[config.mk]
export PLATFORM = sky130hd
export DESIGN_NAME = sync_mem_pipelined
export DESIGN_NICKNAME = d
export VERILOG_FILES = /design/src/rtl/sync_mem_pipelined.sv
export SDC_FILE = /design/constraint.sdc
export NUM_CORES = 2
export LEC_CHECK = 0
export CORE_MARGIN = 2
export CORE_UTILIZATION = 50
export CTS_CLUSTER_SIZE = 8
export DETAILED_ROUTE_END_ITERATION = 7
export GPL_ROUTABILITY_DRIVEN = 1
export PLACE_DENSITY = 0.68
export SLEW_MARGIN = 20
export SYNTH_ARGS = -nofsm -noshare
export SYNTH_HDL_FRONTEND = slang
export SYNTH_SLANG_ARGS = --single-unit
export TNS_END_PERCENT = 1
[constraint.sdc]
create_clock -name clk -period 3.6 [get_ports clk]
set_clock_uncertainty 0.15 [all_clocks]
set_input_delay 0.72 -clock clk [delete_from_list [all_inputs] [get_ports clk]]
set_output_delay 0.72 -clock clk [all_outputs]
set_load 0.01 [all_outputs]
[src/rtl/sync_mem_pipelined.sv]
// sync_mem_pipelined: parametrised single-port synchronous memory with a
// req/ready/ack handshake, byte-lane writes, a RD_LAT-deep response pipeline
// and out-of-range error reporting. A self-clearing sweep runs after reset,
// so the contents are deterministic without any preload.
//
// Parameters:
//   DATA_W  word width in bits, multiple of 8
//   ADDR_W  address width in bits
//   DEPTH   number of words, DEPTH <= 2**ADDR_W
//   RD_LAT  response latency in cycles, 1..4
//
// Ports:
//   clk    rising-edge clock
//   rst_n  asynchronous active-low reset
//   req    request valid, accepted on an edge where req=1 and ready=1
//   we     1 = write, 0 = read
//   addr   word address
//   wdata  write data
//   be     byte enables for writes, bit i gates wdata[8i+7:8i]
//   ready  block can accept a request (low during the clearing sweep)
//   ack    one-cycle response strobe per accepted request, in order
//   rdata  read data, valid with ack on reads; 0 on write acks
//   err    qualifies ack: address was out of range
module sync_mem_pipelined #(
  parameter int unsigned DATA_W = 16,
  parameter int unsigned ADDR_W = 8,
  parameter int unsigned DEPTH  = 128,
  parameter int unsigned RD_LAT = 1
) (
  input  logic                  clk,
  input  logic                  rst_n,
  input  logic                  req,
  input  logic                  we,
  input  logic [ADDR_W-1:0]     addr,
  input  logic [DATA_W-1:0]     wdata,
  input  logic [DATA_W/8-1:0]   be,
  output logic                  ready,
  output logic                  ack,
  output logic [DATA_W-1:0]     rdata,
  output logic                  err
);

  localparam int unsigned NB_LANES = DATA_W / 8;
  localparam int unsigned IDX_W    = (DEPTH > 1) ? $clog2(DEPTH) : 1;

  typedef enum logic {
    S_INIT = 1'b0,
    S_RUN  = 1'b1
  } state_t;

  state_t            state;
  logic [IDX_W-1:0]  cnt;
  logic              accept;
  logic              in_range;
  logic [IDX_W-1:0]  idx;
  logic [DATA_W-1:0] resp_data;

  logic [DATA_W-1:0] mem [DEPTH];

  // Response pipeline; stage RD_LAT-1 drives the outputs directly.
  logic [RD_LAT-1:0] pv;
  logic [RD_LAT-1:0] pe;
  logic [DATA_W-1:0] pd [RD_LAT];

  assign accept   = req & ready;
  // Full-width compare: out-of-range addresses never alias into the array.
  assign in_range = 32'(addr) < DEPTH;
  assign idx      = addr[IDX_W-1:0];
  // Write acks and out-of-range reads return zero data.
  assign resp_data = (!we && in_range) ? mem[idx] : '0;

  // Control FSM: clearing sweep, then permanent run with ready held high.
  always_ff @(posedge clk or negedge rst_n) begin
    if (!rst_n) begin
      state <= S_INIT;
      cnt   <= '0;
      ready <= 1'b0;
    end else begin
      case (state)
        S_INIT: begin
          cnt <= cnt + IDX_W'(1);
          if (cnt == IDX_W'(DEPTH - 1)) begin
            state <= S_RUN;
            ready <= 1'b1;
          end
        end
        S_RUN: begin
          ready <= 1'b1;
        end
        default: begin
          state <= S_INIT;
          ready <= 1'b0;
        end
      endcase
    end
  end

  // Storage array: not reset, cleared by the sweep; byte-lane writes in run.
  always_ff @(posedge clk) begin
    if (state == S_INIT) begin
      mem[cnt] <= '0;
    end else if (accept && we && in_range) begin
      for (int unsigned i = 0; i < NB_LANES; i++) begin
        if (be[i]) begin
          mem[idx][8*i +: 8] <= wdata[8*i +: 8];
        end
      end
    end
  end

  // Response shift register; data only moves with a valid so rdata holds when idle.
  always_ff @(posedge clk or negedge rst_n) begin
    if (!rst_n) begin
      pv <= '0;
      pe <= '0;
      for (int unsigned i = 0; i < RD_LAT; i++) begin
        pd[i] <= '0;
      end
    end else begin
      pv[0] <= accept;
      pe[0] <= accept & ~in_range;
      if (accept) begin
        pd[0] <= resp_data;
      end
      for (int unsigned i = 1; i < RD_LAT; i++) begin
        pv[i] <= pv[i-1];
        pe[i] <= pe[i-1];
        if (pv[i-1]) begin
          pd[i] <= pd[i-1];
        end
      end
    end
  end

  assign ack   = pv[RD_LAT-1];
  assign err   = pe[RD_LAT-1];
  assign rdata = pd[RD_LAT-1];

endmodule

After elaboration in Yosys (flattened, before gate mapping)
Memories as Yosys holds them, arrays and structs flattened. Cells that the tools add are included.

Eq/ne operators: 2. Bitwise logic cells: 4. Shifts and indexed selects: 0. Reductions and logical operators: 5. $add $sub $neg: 1. Div/mod/pow operators: 0. Order comparisons: 1. Multiplexer cells: 17. Multiply operators: 0.

Operators with widths (number): 16-bit 2-to-1 mux (2); 16-bit OR reduction (1); 1-bit 2-to-1 mux (12); 8-bit less-than comparator, second input constant (1); 7-bit by 1-bit adder with 7-bit output, second input constant (1); 7-bit == test, second input constant (1); 7-bit 2-to-1 mux (1); 1-bit logical AND (3); 1-bit bitwise AND (2); 2-bit 2-to-1 mux (1); 2-bit != test, second input constant (1); 1-bit NOT (2); 1-bit one-hot mux with 2 select lines (1); 1-bit logical NOT (1).

Output and inout bits: 19. Memory bits (writable): 2048. Flip-flop bits (word level): 27. ROM bits: 0. Memories: 1. Input bits: 30. Bits in latches: 0.

Memory list: mem (depth 128, bits a word 16, read ports 1, clocked after memory_dff 0, wr ports 1, line 58) `logic [DATA_W-1:0] mem [DEPTH];`.

Logic depth before layout (Yosys ltp)
Word-level depth: 8. Mapped depth: 11. Gate-level depth less buffers: 7.

Worst setup path after synthesis
No wires, ideal clock.

Path kind: input to register. Start point: in addr[7]. End point: mem mem[0][10] (data pin). Arrival: 3377 ps. Slack: -462 ps. Cell stages on the path: 6. Required time: 2915 ps. Buffers on the path: 2. Cells stage by stage: and4b_1 and2_1 o21a_1 buf_2 clkbuf_1 and2_1.

Longest elaborated chain between the ends: 7.

RTL lines: from (decl) (line 34) `input logic [ADDR_W-1:0] addr,`; 8-bit less-than comparator (*) (line 67) `assign in_range = 32'(addr) < DEPTH;`; 1-bit logical AND (*) (line 102) `end else if (accept && we && in_range) begin`; 1-bit 2-to-1 mux (line 102); 1-bit 2-to-1 mux (line 100) `if (state == S_INIT) begin`; 1-bit 2-to-1 mux (implied by the code) (line 105) `mem[idx][8*i +: 8] <= wdata[8*i +: 8];`; 16-bit OR reduction (no line) (*); 16-bit 2-to-1 mux (no line) (*); to (decl) (line 58).

Mark *: on every way between the ends. The rest lies on a longest branch, timed or not.

Worst setup path after layout
Start point: reg ready. End point: mem mem[32][4], enable pin.

Longest elaborated chain between the ends: 8.

RTL lines: from (decl) (line 37) `output logic ready,`; from (signal assigned) (line 77) `ready <= 1'b0;`; from (signal assigned) (line 84) `ready <= 1'b1;`; from (signal assigned) (line 88) `ready <= 1'b1;`; 1-bit bitwise AND (*) (line 65) `assign accept = req & ready;`; 1-bit logical AND (*) (2 in series) (line 102); 1-bit 2-to-1 mux (line 102); 1-bit 2-to-1 mux (line 100); 1-bit 2-to-1 mux (implied by the code) (line 105); 16-bit OR reduction (no line); 7-bit 2-to-1 mux (no line) or 2-bit 2-to-1 mux (tied branches).

Marked as above.

==> flow_metrics.env <==
export IMPL_p_total_w=0.0522
export IMPL_seq_area_frac_synth=0.774
export IMPL_final_layout_size_suffix_gt1_frac=0.311
export IMPL_dieArea_um2=164000
export IMPL_setup_worst_path_class="reg -> reg"
export IMPL_start_util=0.502
export IMPL_grt_max_degree=61
export IMPL_final_cell_mix="2,048 x edfxtp_1, 530 x buf_4, 447 x mux4_2, 313 x clkbuf_16, 283 x nor2_1"
export IMPL_slew_violations=0
export IMPL_place_gp_congestion=0.889
export IMPL_synth_warnings=0
export IMPL_ys_types=58
export IMPL_hp_class="in -> reg"
export IMPL_tritoncts="done"
export IMPL_yosysTopAreaCellShare=0.766
export IMPL_drt_iter0_markers=5332
export IMPL_yosys_area_top_type="edfxtp_1"
export IMPL_fin_crit_sh=0.954
export IMPL_clock_latency_ps=910
export IMPL_maxCapViolations=0
export IMPL_rsz0062_at_grt="false"
export IMPL_final_cell_count_no_fill=6754
export IMPL_grt_util_all_layers=0.251
export IMPL_nFillCells=11082
export IMPL_grt_pass1_wl_um=295000
export IMPL_viasPerCell=6.21
export IMPL_nNetsFinal=4626
export IMPL_drtAntennaViolNets=0
export IMPL_end_kind="flip-flop"
export IMPL_r2r_slack_ps=170
export IMPL_final_util=0.602
export IMPL_antenna_found_initial=9
export IMPL_die_width_um=405
export IMPL_synth_area_um2=80300
export IMPL_design_area_um2=96400
export IMPL_ys_seq_elements=2075
export IMPL_chipHeight_um=405
export IMPL_setup_violations=0
export IMPL_fmax_mhz=291
export IMPL_cts_buffer_depth=4
export IMPL_via_count=41919
export IMPL_cts_buffers=309
export IMPL_synth_area_leaders="edfxtp_1 77%, mux4_2 13%, mux2i_1 1.9%"
export IMPL_grt_pass1_vias=43174
export IMPL_multiInputGateArea_um2=16900
export IMPL_cts_setup_buffers=0
export IMPL_cts_root_buf="clkbuf_16"
export IMPL_std_cell_rows=147
export IMPL_power_density_nw_per_um2=542
export IMPL_synth_edff_count=2048
export IMPL_dpl_cell_area_um2=88200
export IMPL_async_flop_share=0.0130
export IMPL_synth_nets=3868
export IMPL_required_ps=3950
export IMPL_relSlewSlack=0.283
export IMPL_io_buffers=48
export IMPL_fp_coreArea_um2=160000
export IMPL_drt_wl_total_um=203000
export IMPL_dr_pass1_iters=8
export IMPL_finalCriticalPeriod_ps=3430
export IMPL_cts_resized_gates=0
export IMPL_io_pins=49
export IMPL_dp_hpwl_um=133000
export IMPL_regArea_um2=62200
export IMPL_crit_path_start_kind="flip-flop"
export IMPL_final_common_cell="edfxtp_1"
export IMPL_drc=0
export IMPL_p_leak_nw=26.9
export IMPL_arrival_ps=3780
export IMPL_syn_area_per_cell_um2=20.9
export IMPL_place_inst=6369
export IMPL_status="completed"
export IMPL_hold_violations=0
export IMPL_path_max_fanout=10
export IMPL_max_vdd_ir_drop_mv=0.509
export IMPL_htreeDepth=5
export IMPL_area_growth_pct=20.0
export IMPL_syn_inst=3837
export IMPL_cts_sinks=2075
export IMPL_overflow=0
export IMPL_synth_ff_type="edfxtp_1"
export IMPL_wl_per_cell_um=30.0
export IMPL_clkTransAtPathRegs_ps=50
export IMPL_worst_slew_pin_slew_ps=1060
## layer usage
| metal | GRT usage | vias to the layer above | share of wire |
|---|---|---|---|
| li1 | - | 17399 | - |
| met1 | 0.342 | 21862 | 0.38 |
| met2 | 0.390 | 2264 | 0.48 |
| met3 | 0.0705 | 390 | 0.11 |
| met4 | 0.0906 | 4 | 0.033 |
| met5 | 0 | - | 0.00013 |
## state kept, by name, indices dropped and copies added (netlist names)
name / flops
ready: 1
rdata: 16
mem: 2048
cnt: 7
err: 1
state: 1
ack: 1
## power breakdown
| group | internal [W] | switching, W |
|---|---|---|
| logic | 0.000488 | 0.000683 |
| registers | 0.0262 | 0 |
| clock network | 0.0154 | 0.00945 |
## worst max-delay path, cell delays in order, from the launching register on
cell	delay, ps
dfrtp_1	390
and4b_1	520
and2_1	310
o21ai_2	230
mux2i_1	280
or2_2	450
nor2_1	700
## cells in the mapped netlist, types with 3 or more instances
cell,number
edfxtp_1,2048
mux4_2,447
nor2_1,284
mux2i_1,153
a22oi_1,128
a21oi_1,81
clkbuf_1,81
buf_2,79
nand2_1,75
nand3_1,56
buf_4,32
o22ai_1,30
buf_6,28
dfrtp_1,27
nor2b_1,24
a221oi_1,20
a22o_1,20
and2_1,20
o2111ai_1,20
nand2b_1,18
nor3_1,17
a211oi_1,16
a211o_1,14
a31oi_1,14
buf_1,14
o21ai_0,12
or3_1,10
a2111oi_0,6
nand4_1,6
a32o_1,5
mux2_2,5
or2_2,5
xnor2_1,4
a21o_1,3
nand3b_1,3
## kinds of logic after synthesis
logic type,Yosys count,share of synthesized area
flops,2075,0.774
buf+inv,237,0.0167
mux,605,0.145
simple gates,536,0.0300
xor+xnor,6,0.000654
compound gates,377,0.0332
fa+ha+maj,1,0.000156
## cell type report
| cell class | instances | share of cell area |
|---|---|---|
| sequential | 2075 | 0.645 |
| multi-input combinational | 1525 | 0.175 |
| clock buffer | 374 | 0.0836 |
| timing repair buffer | 683 | 0.0681 |
| tap | 2086 | 0.0271 |
| clock inverter | 8 | 0.000844 |
| antenna | 2 | 0.0000519 |
| inverter | 1 | 0.0000389 |
## worst paths after layout
kind                           from    endpoint  cells past startpoint
hold reg to reg            rdata[3]    rdata[3]                      2
max in group asynchronous     rst_n    rdata[7]                      2
setup / recovery              ready  mem[32][4]                      6
min in group asynchronous     rst_n         ack                      2
setup reg to reg              ready  mem[32][4]                      6
hold / removal                  req         err                      2
## through the flow
step	setup TNS (ps)	setup WS [ps]	hold WS, ps
6_report	0	166	341
5_1_grt	0	61.1	320
4_1_cts	0	239	291
3_5_place_dp	-538070	-532	348
3_3_place_gp	-455470	-511	345
2_1_floorplan	-187440	-244	274
## what timing repair did
item                                   4_1_cts  5_1_grt
endpoints found under the hold margin       27        0
hold buffers                                 1        0
setup endpoints to repair                    0        0
No activity file was read; power rests on OpenSTA's default activity.
